## src/rtl/board_run_if.sv

```systemverilog
// Board-side control bus of the run controller: raw pins and loader status in, CPU/loader controls out.
interface board_run_if;
  logic [4:0] btn_raw;
  logic [2:0] sw_mode;
  logic       uart_done;
  logic       cpu_rst;
  logic       cpu_clk_en;
  logic       uart_start;
  logic [4:0] btn_pulse;
  logic [2:0] state_o;

  // uart_start/uart_done are a pulse handshake: a single-cycle uart_start launches one program
  // load, and the loader answers with a single-cycle uart_done, honoured only while in LOAD.
  modport master (
    output btn_raw, sw_mode, uart_done,
    input  cpu_rst, cpu_clk_en, uart_start, btn_pulse, state_o
  );

  modport slave (
    input  btn_raw, sw_mode, uart_done,
    output cpu_rst, cpu_clk_en, uart_start, btn_pulse, state_o
  );
endinterface

```

## src/rtl/board_run_controller.sv

```systemverilog
// Run-mode sequencer for the Minisys CPU: debounces board buttons, decodes the mode switches
// and drives CPU reset, clock enable and the UART program-load start.
module board_run_controller #(
  parameter int DEBOUNCE_CYCLES = 20,
  parameter int RST_HOLD_CYCLES = 4,
  parameter int CNT_W           = 20
) (
  input  logic       clk,
  input  logic       rst_n,
  board_run_if.slave bus
);
  localparam logic [2:0] S_RESET  = 3'd0;
  localparam logic [2:0] S_DECODE = 3'd1;
  localparam logic [2:0] S_RUN    = 3'd2;
  localparam logic [2:0] S_STEP   = 3'd3;
  localparam logic [2:0] S_LOAD   = 3'd4;
  localparam logic [2:0] S_HALT   = 3'd5;

  localparam logic [CNT_W-1:0] DB_LAST   = CNT_W'(DEBOUNCE_CYCLES - 1);
  localparam logic [CNT_W-1:0] HOLD_LAST = CNT_W'(RST_HOLD_CYCLES - 1);

  logic [4:0]       btn_s1, btn_s2, level, level_d, btn_pulse;
  logic [2:0]       mode_s1, mode_s2, mode_q;
  logic [2:0]       state, next_state;
  logic [CNT_W-1:0] hold_cnt;
  logic             load_done, set_done, clr_done, mode_chg, step_fire;
  logic             cpu_rst, cpu_clk_en, uart_start;

  always_ff @(posedge clk or negedge rst_n) begin
    if (!rst_n) begin
      btn_s1  <= '0;
      btn_s2  <= '0;
      mode_s1 <= '0;
      mode_s2 <= '0;
    end else begin
      btn_s1  <= bus.btn_raw;
      btn_s2  <= btn_s1;
      mode_s1 <= bus.sw_mode;
      mode_s2 <= mode_s1;
    end
  end

  // A new level is accepted only after DEBOUNCE_CYCLES consecutive samples disagree with it.
  for (genvar i = 0; i < 5; i++) begin : g_db
    logic [CNT_W-1:0] cnt;
    logic             lvl;

    always_ff @(posedge clk or negedge rst_n) begin
      if (!rst_n) begin
        cnt <= '0;
        lvl <= 1'b0;
      end else if (btn_s2[i] == lvl) begin
        cnt <= '0;
      end else if (cnt == DB_LAST) begin
        cnt <= '0;
        lvl <= btn_s2[i];
      end else begin
        cnt <= cnt + 1'b1;
      end
    end

    assign level[i] = lvl;
  end

  always_ff @(posedge clk or negedge rst_n) begin
    if (!rst_n) begin
      level_d   <= '0;
      btn_pulse <= '0;
    end else begin
      level_d   <= level;
      btn_pulse <= level & ~level_d;
    end
  end

  always_comb begin
    next_state = state;
    set_done   = 1'b0;
    clr_done   = 1'b0;
    mode_chg   = (mode_s2 != mode_q);
    if (state == S_RESET) begin
      if (hold_cnt == HOLD_LAST) next_state = S_DECODE;
    end else if (btn_pulse[3] || mode_chg) begin
      next_state = S_RESET;
      clr_done   = mode_chg;
    end else begin
      case (state)
        S_DECODE: begin
          case (mode_q)
            3'b001:  next_state = S_RUN;
            3'b010:  next_state = S_STEP;
            3'b100:  next_state = load_done ? S_HALT : S_LOAD;
            default: next_state = S_HALT;
          endcase
        end
        S_LOAD: begin
          if (bus.uart_done) begin
            next_state = S_RESET;
            set_done   = 1'b1;
          end
        end
        default: next_state = state;
      endcase
    end
  end

  // Step pulses only count while STEP is held; a coincident restart wins and drops them.
  assign step_fire = (state == S_STEP) && (next_state == S_STEP) && btn_pulse[4];

  // Outputs are registered from the next state so they stay aligned with state_o.
  always_ff @(posedge clk or negedge rst_n) begin
    if (!rst_n) begin
      state      <= S_RESET;
      hold_cnt   <= '0;
      mode_q     <= '0;
      load_done  <= 1'b0;
      cpu_rst    <= 1'b1;
      cpu_clk_en <= 1'b0;
      uart_start <= 1'b0;
    end else begin
      state <= next_state;
      if (state == S_RESET && next_state == S_RESET) hold_cnt <= hold_cnt + 1'b1;
      else hold_cnt <= '0;
      if (state == S_RESET) mode_q <= mode_s2;
      if (clr_done) load_done <= 1'b0;
      else if (set_done) load_done <= 1'b1;
      cpu_rst    <= (next_state == S_RESET) || (next_state == S_LOAD);
      cpu_clk_en <= (next_state == S_RUN) || step_fire;
      uart_start <= (next_state == S_LOAD) && (state != S_LOAD);
    end
  end

  assign bus.cpu_rst    = cpu_rst;
  assign bus.cpu_clk_en = cpu_clk_en;
  assign bus.uart_start = uart_start;
  assign bus.btn_pulse  = btn_pulse;
  assign bus.state_o    = state;
endmodule
```

## src/flat_wrapper.sv

```systemverilog
// flat-port wrapper written by rule: the top's interface ports become plain ports
module board_run_controller_flat 
#(
  parameter int DEBOUNCE_CYCLES = 20,
  parameter int RST_HOLD_CYCLES = 4,
  parameter int CNT_W           = 20
)
  (clk, rst_n, bus_btn_raw, bus_sw_mode, bus_uart_done, bus_cpu_rst, bus_cpu_clk_en, bus_uart_start, bus_btn_pulse, bus_state_o);
  board_run_if bus_i ();
  input  logic clk;
  input  logic rst_n;
  input wire logic [$bits(bus_i.btn_raw)-1:0] bus_btn_raw;
  input wire logic [$bits(bus_i.sw_mode)-1:0] bus_sw_mode;
  input wire logic [$bits(bus_i.uart_done)-1:0] bus_uart_done;
  output wire logic [$bits(bus_i.cpu_rst)-1:0] bus_cpu_rst;
  output wire logic [$bits(bus_i.cpu_clk_en)-1:0] bus_cpu_clk_en;
  output wire logic [$bits(bus_i.uart_start)-1:0] bus_uart_start;
  output wire logic [$bits(bus_i.btn_pulse)-1:0] bus_btn_pulse;
  output wire logic [$bits(bus_i.state_o)-1:0] bus_state_o;
  assign bus_i.btn_raw = bus_btn_raw;
  assign bus_i.sw_mode = bus_sw_mode;
  assign bus_i.uart_done = bus_uart_done;
  assign bus_cpu_rst = bus_i.cpu_rst;
  assign bus_cpu_clk_en = bus_i.cpu_clk_en;
  assign bus_uart_start = bus_i.uart_start;
  assign bus_btn_pulse = bus_i.btn_pulse;
  assign bus_state_o = bus_i.state_o;
  board_run_controller #(.DEBOUNCE_CYCLES(DEBOUNCE_CYCLES), .RST_HOLD_CYCLES(RST_HOLD_CYCLES), .CNT_W(CNT_W)) u_core (.clk(clk), .rst_n(rst_n), .bus(bus_i));
endmodule
```

## config.mk

```make
export PLATFORM = sky130hd
export DESIGN_NAME = board_run_controller_flat
export DESIGN_NICKNAME = d
export VERILOG_FILES = /design/src/rtl/board_run_if.sv /design/src/rtl/board_run_controller.sv /design/src/flat_wrapper.sv
export SDC_FILE = /design/constraint.sdc
export NUM_CORES = 1
export LEC_CHECK = 0
export ABC_AREA = 1
export CAP_MARGIN = 20
export CORE_ASPECT_RATIO = 1.25
export CORE_MARGIN = 2
export CORE_UTILIZATION = 40
export CTS_CLUSTER_DIAMETER = 100
export DETAILED_ROUTE_END_ITERATION = 8
export GPL_ROUTABILITY_DRIVEN = 0
export SYNTH_ARGS = -nofsm -noshare
export SYNTH_HDL_FRONTEND = slang
export SYNTH_SLANG_ARGS = --single-unit
```

## constraint.sdc

```tcl
create_clock -name clk -period 1.4 [get_ports clk]
set_input_delay 0.14 -clock clk [delete_from_list [all_inputs] [get_ports clk]]
set_output_delay 0.14 -clock clk [all_outputs]
set_load 0.05 [all_outputs]
```

==> impl_metrics.csv, run 1 <==
group,metric,value,unit
worst_setup_path,slowest_delay,440,ps
final_layout,area_delta_synth_final,31.5,%
final_layout,final_area,10800,sq um
final_layout,fin_nets,1169,
clocking,cts_sinks,161,
timing,hold-worst-slack,145,ps
worst_setup_path,r2r_setup_slack,-110,ps
worst_setup_path,ff2ff_path_depth,8,
place,io_buffers,21,
worst_setup_path,cp_cell_sequence,"buf_4, a21oi_2, nand3_1, nand2_1, nand3_2, nand4_4, clkbuf_16, nor2_2",
final_layout,regArea,4050,sq um
worst_setup_path,crit_type,"reg2reg",
timing,hold_violations,0,
synth,synth.area.top_cells,"dfrtp_1 49%, nand2_1 9.3%, nor2_1 9.0%",
global_route,grt_max_degree,41,
place,post-place-ws,-77.6,ps
worst_setup_path,cp-end-kind,"flip-flop",
power,cellLeakagePower,4.66,nW
global_route,grt.busiest_layer,"met2",
final_layout,drive_gt1_share,29.3,%
worst_setup_path,path_max_fanout,6,
synth,synth_ff_type,"dfrtp_1",
worst_setup_path,rr_startpoint,"u_core.mode_q[2]",
timing,clock_skew,13.9,ps
die,rows,58,
synth,async_reset_ff_share,100,%
die,start_util,40.8,%
worst_setup_path,crit_arrival,1820,ps
synth,synth_seq_area_share,49.0,%
worst_setup_path,crit_path_start_kind,"flip-flop",
global_route,grt_util_met2,30.8,%
worst_setup_path,crit_start,"u_core.mode_q[2]",
min_path,hold_class,"in2reg",
timing,rsz0062_at_grt,"yes",
timing,setup_violations,24,
die,core_area,20200,sq um
synth,yosysWarnings,0,
detailed_routing,drc,0,
power,vdd_drop_max,773,uV
synth,syn_avg_cell_area,8.17,sq um
die,die_area,21700,sq um
place,placed_area,9480,sq um
final_layout,multiInputGateArea,4190,sq um
timing,setup_slack,-113,ps
synth,synth_top_cell_area_share,48.7,%
worst_setup_path,cp.required,1710,ps
detailed_routing,drtIter0Drc,317,
synth,syn_inst,1007,
global_route,antenna_found_initial,0,
clocking,clockBufferDepth,2,
clocking,clk-insertion-delay-late,430,ps
power,power,12.1,mW
final_layout,final_common_cell,"nand2_1",
final_layout,fillers,1888,
timing,max_slew_margin,71.6,%
global_route,grt_use_total,17.2,%
detailed_routing,wire_per_inst,12.6,microns
synth,yosysTopAreaCell,"dfrtp_1",
timing,finalCritPeriodShare,108,%
clocking,cts-htree-levels,4,
worst_setup_path,r2r-end,"u_core.hold_cnt[5]",
detailed_routing,dr.pass1.iters,4,
synth,syn_area,8220,sq um
clocking,path_clk_slew,70,ps
final_layout,diodes,0,
min_path,hold_depth,1,
global_route,grt_pass1_wl,30.6,mm
timing,fmax,661,MHz
final_layout,final_cell_mix,"183 x nand2_1, 163 x nor2_1, 147 x dfrtp_1, 105 x buf_4, 98 x inv_1",
die,die_y,164,microns
status,violations,"setup timing",
status,status,"finished with violations",
detailed_routing,vias_per_cell,4.76,
power,powerDensity,1120,nW/um^2
synth,yosys_register_bits,161,
run,maxCapViolCount,0,
clocking,cts_tree,"done",
timing,setup_tns,-2090,ps
detailed_routing,dr_total_vias,6831,
clocking,clock-root-buffer,"clkbuf_16",
clocking,cts_made_buffers,17,
min_path,min_to,"u_core.btn_s1[1]",
synth,ys_types,29,
detailed_routing,routed_wl,18.1,mm
global_route,grtUsageMet3,3.27,%
global_route,grt_pass1_vias,6677,
timing,drv_slew,0,
worst_setup_path,critPathSlowestCell,"dfrtp_2",
die,ios,22,
synth,synth-edff-count,0,
timing,finalCriticalPeriod,1510,ps
detailed_routing,ant_nets,0,
timing,tightestPinTransition,425,ps
min_path,hold_start,"bus_btn_raw[1]",
global_route,grtUsageMet1,20.8,%
die,die_x,132,microns
place,hpwl,12.7,mm
synth,synth_fp_nets,1024,
global_route,grt-ovfl-total,0,
==> routing by layer <==
metal | vias to the layer above | share of wire [%]
met1 | 3254 | 44
met2 | 72 | 53
met4 | 0 | 1.9
met5 | - | 0
li1 | 3474 | -
met3 | 31 | 1.7
==> worst max-delay path by stage <==
stage / endpoint / slack [ps] / depth (start not counted)
2_1_floorplan: u_core.hold_cnt[6] / -7 / 8
4_1_cts: u_core.hold_cnt[6] / -50 / 6
3_5_place_dp: u_core.g_db[3].cnt[4] / -80 / 5
5_1_grt: u_core.hold_cnt[5] / -190 / 9
3_3_place_gp: u_core.hold_cnt[16] / -40 / 7
6_report: u_core.hold_cnt[5] / -110 / 8
==> cell usage after synthesis (5+ instances only) <==
cell type  instances
a21oi_1           12
or2_2              9
xor2_1            71
nor3_2             5
nand3_1           52
ha_1               6
nor2_2            23
o21ai_0           14
xnor2_1           16
dfrtp_1          160
nand4_1           33
clkbuf_1           5
nor2_1           197
nor3_1            53
nand2_1          203
inv_1            117
nor3_4             7
==> registers in the layout, summed over array words and instances (netlist names) <==
name                   cells
u_core.btn_s1              5
u_core.btn_s2              5
u_core.bus.btn_pulse       5
u_core.bus.cpu_clk_en      1
u_core.bus.cpu_rst         1
u_core.bus.state_o         3
u_core.bus.uart_start      1
u_core.g_db.cnt          100
u_core.g_db.lvl            5
u_core.hold_cnt           20
u_core.level_d             5
u_core.load_done           1
u_core.mode_q              3
u_core.mode_s1             3
u_core.mode_s2             3
==> worst max-delay path, delay by kind of cell (launching register included) <==
kind	cells	cell delay, ps
AO/OA/AOI/OAI	1	120
buffers and inverters	2	330
flip-flops	1	440
AND/OR/NAND/NOR	5	500
==> through the flow <==
step | cells | utilization (%)
final | 1435 | 53.6
after global routing | 1435 | 53.6
after CTS | 1407 | 50.2
after detailed placement | 1371 | 47.0
after global placement | 1371 | 47.0
after floorplan | 1007 | -
==> kinds of logic after synthesis <==
family / share of synthesized area [%]
flops: 49.0
simple gates: 33.1
compound gates: 1.67
fa+ha+maj: 0.913
buf+inv: 6.04
xor+xnor: 9.27
==> where the power goes <==
| group | leakage [nW] | internal (mW) | switching [mW] |
|---|---|---|---|
| Combinational | 2.24 | 1.19 | 1.41 |
| Sequential | 2.16 | 4.88 | 0.197 |
| Clock | 0.253 | 2.47 | 2.00 |
==> area by class of cell <==
cell class	instances	area share, %
Tap cell	270	3.12
Clock buffer	18	3.97
Multi-Input combinational cell	718	38.7
Inverter	120	4.17
Sequential cell	161	37.4
Timing Repair Buffer	134	11.3
Clock inverter	14	1.24
==> timing repair <==
action                                 CTS  global route
resized for setup                       13           139
hold buffers                             1             0
buffers inserted                         3            26
gates cloned                             0             3
setup endpoints to repair               38            95
pin swaps                                6            48
endpoints found under the hold margin   48             0
No activity file was read; power rests on OpenSTA's default activity.
==> run 2, diff against run 1 <==
--- a/config.mk
+++ b/config.mk
@@ -7,7 +7,7 @@
 export LEC_CHECK = 0
 export ABC_AREA = 1
 export CAP_MARGIN = 20
-export CORE_ASPECT_RATIO = 1.25
+export CORE_ASPECT_RATIO = 1.75
 export CORE_MARGIN = 2
 export CORE_UTILIZATION = 40
 export CTS_CLUSTER_DIAMETER = 100
==> run 2 against run 1 <==
  * The flow still finishes with violations (setup timing)
  * Utilization up 1.4 points
  * Sequential power about the same
  * First-iteration DRC count down 30%
  * Clock skew down 7.6 ps
  * Critical path depth down 1
  * Via count up 4.0%
  * Register-to-register slack better by 30 ps
  * Sequential share of layout area down 0.95 points
  * Design area up 2.8%
  * Final cell count down 0.14%
  * Sequential cell count unchanged
  * Clock power up 6.9%
==> impl_metrics.csv, run 2 (synthesis results as in run 1) <==
group,metric,value,unit
worst_setup_path,crit_path_start_kind,"flip-flop",
timing,setup_violations,22,
final_layout,fin_nets,1189,
power,cellLeakagePower,4.80,nW
die,ios,22,
final_layout,regMostFlops,"u_core.g_db.cnt",
timing,max_slew_margin,78.1,%
place,io_buffers,21,
timing,fmax,672,MHz
place,post-place-ws,-69.9,ps
global_route,grt_pass1_vias,7308,
power,powerDensity,1120,nW/um^2
status,violations,"setup timing",
die,core_area,20200,sq um
worst_setup_path,cp-end-kind,"flip-flop",
global_route,grt_pass1_wl,32.2,mm
clocking,cts-htree-levels,4,
detailed_routing,vias_per_cell,4.96,
timing,tightestPinTransition,326,ps
clocking,clk-insertion-delay-late,430,ps
worst_setup_path,cp.required,1720,ps
die,start_util,40.7,%
final_layout,largestRegisters,"u_core.g_db.cnt x100, u_core.hold_cnt x20",
worst_setup_path,crit_type,"reg2reg",
timing,rsz0062_at_grt,"yes",
clocking,clock-root-buffer,"clkbuf_16",
power,vdd_drop_max,1000,uV
place,hpwl,13.9,mm
die,die_area,21800,sq um
min_path,hold_class,"in2reg",
global_route,antenna_found_initial,0,
detailed_routing,dr.pass1.iters,4,
worst_setup_path,r2r_setup_slack,-90,ps
final_layout,diodes,0,
global_route,grt-ovfl-total,0,
clocking,path_clk_slew,60,ps
timing,drv_slew,0,
die,die_x,112,microns
worst_setup_path,crit_arrival,1810,ps
timing,setup_slack,-87.5,ps
worst_setup_path,path_max_fanout,10,
final_layout,final_common_cell,"nand2_1",
timing,hold_violations,0,
detailed_routing,drtIter0Drc,221,
clocking,cts_sinks,161,
clocking,cts_tree,"done",
timing,finalCritPeriodShare,106,%
run,maxCapViolCount,0,
global_route,grt_max_degree,44,
detailed_routing,routed_wl,19.9,mm
status,status,"finished with violations",
final_layout,area_delta_synth_final,35.2,%
timing,clock_skew,6.25,ps
final_layout,drive_gt1_share,32.9,%
detailed_routing,wire_per_inst,13.9,microns
power,power,12.5,mW
global_route,grt_use_total,18.4,%
die,rows,69,
final_layout,largest_reg_flops,100,
timing,finalCriticalPeriod,1490,ps
die,die_y,194,microns
clocking,cts_made_buffers,17,
detailed_routing,drc,0,
detailed_routing,ant_nets,0,
detailed_routing,dr_total_vias,7106,
clocking,clockBufferDepth,2,
final_layout,final_cell_mix,"178 x nand2_1, 153 x nor2_1, 140 x dfrtp_1, 115 x buf_4, 102 x inv_1",
-- run 2: changes by cell type in the layout (fill, tap and decap cells not counted), sizes merged --
cell and delta:
buf +21, clkbuf +5, clkinvlp -3, inv -3, bufinv +1, clkinv -1
-- run 2: per-stage QoR --
stage          hold WS, ps  instance area, sq um  TNS, ps  utilization, %  cells
2_1_floorplan         -156                  8260    -51.6               -   1007
3_3_place_gp          47.7                  9710     -534            48.0   1376
3_5_place_dp          46.7                  9710    -1370            48.0   1376
4_1_cts                125                 10500     -389            51.9   1415
5_1_grt                125                 11100    -5230            55.0   1433
6_report               142                 11100    -1540            55.0   1433
-- run 2: layout make-up --
cell class / instances / area [sq um]
fillers: 1892 / 9080
repair buffers: 154 / 1440
flip-flops and latches: 161 / 4060
clock buffers: 24 / 512
clock inverters: 8 / 100
well taps: 248 / 310
multi-input cells: 718 / 4250
inverters: 120 / 455
-- run 2: final timing paths --
path	from	end	depth (start not counted)
max in group asynchronous	rst_n	u_core.bus.cpu_rst	3
worst max-delay path	u_core.hold_cnt[15]	u_core.hold_cnt[9]	7
worst min register to register	u_core.mode_s1[2]	u_core.mode_s2[2]	0
worst min-delay path	bus_btn_raw[0]	u_core.btn_s1[0]	1
worst max register to register	u_core.hold_cnt[15]	u_core.hold_cnt[9]	7
min in group asynchronous	rst_n	u_core.g_db[4].cnt[10]	2
-- run 2: layer usage --
metal / track usage (%) / share of wire (%) / up-vias
met5: 0 / 0 / -
met4: 11.0 / 5.1 / 0
met2: 35.1 / 57 / 124
li1: - / - / 3495
met3: 3.19 / 2.0 / 81
met1: 17.9 / 36 / 3406
-- run 2: repair_timing --
| item | 4_1_cts | 5_1_grt |
|---|---|---|
| hold buffers | 1 | 0 |
| cloned | 0 | 2 |
| pin swaps | 14 | 65 |
| buffers inserted | 6 | 17 |
| hold endpoints to repair | 160 | 0 |
| endpoints found under the setup margin | 44 | 98 |
| gates resized for setup | 29 | 153 |
-- run 2: power by group --
part           internal (mW)  leakage (nW)  switching [mW]
clock network           2.90         0.290            1.88
registers               4.88          2.15           0.192
logic                   1.15          2.36            1.45
-- run 2: critical path, stage by stage (launching register included) --
cell     delay, ps
dfrtp_1        420
nor2_2         150
nand3_2         70
nor2_2         180
nand3_2        160
nand4_4        180
buf_12         170
nor2_2          40
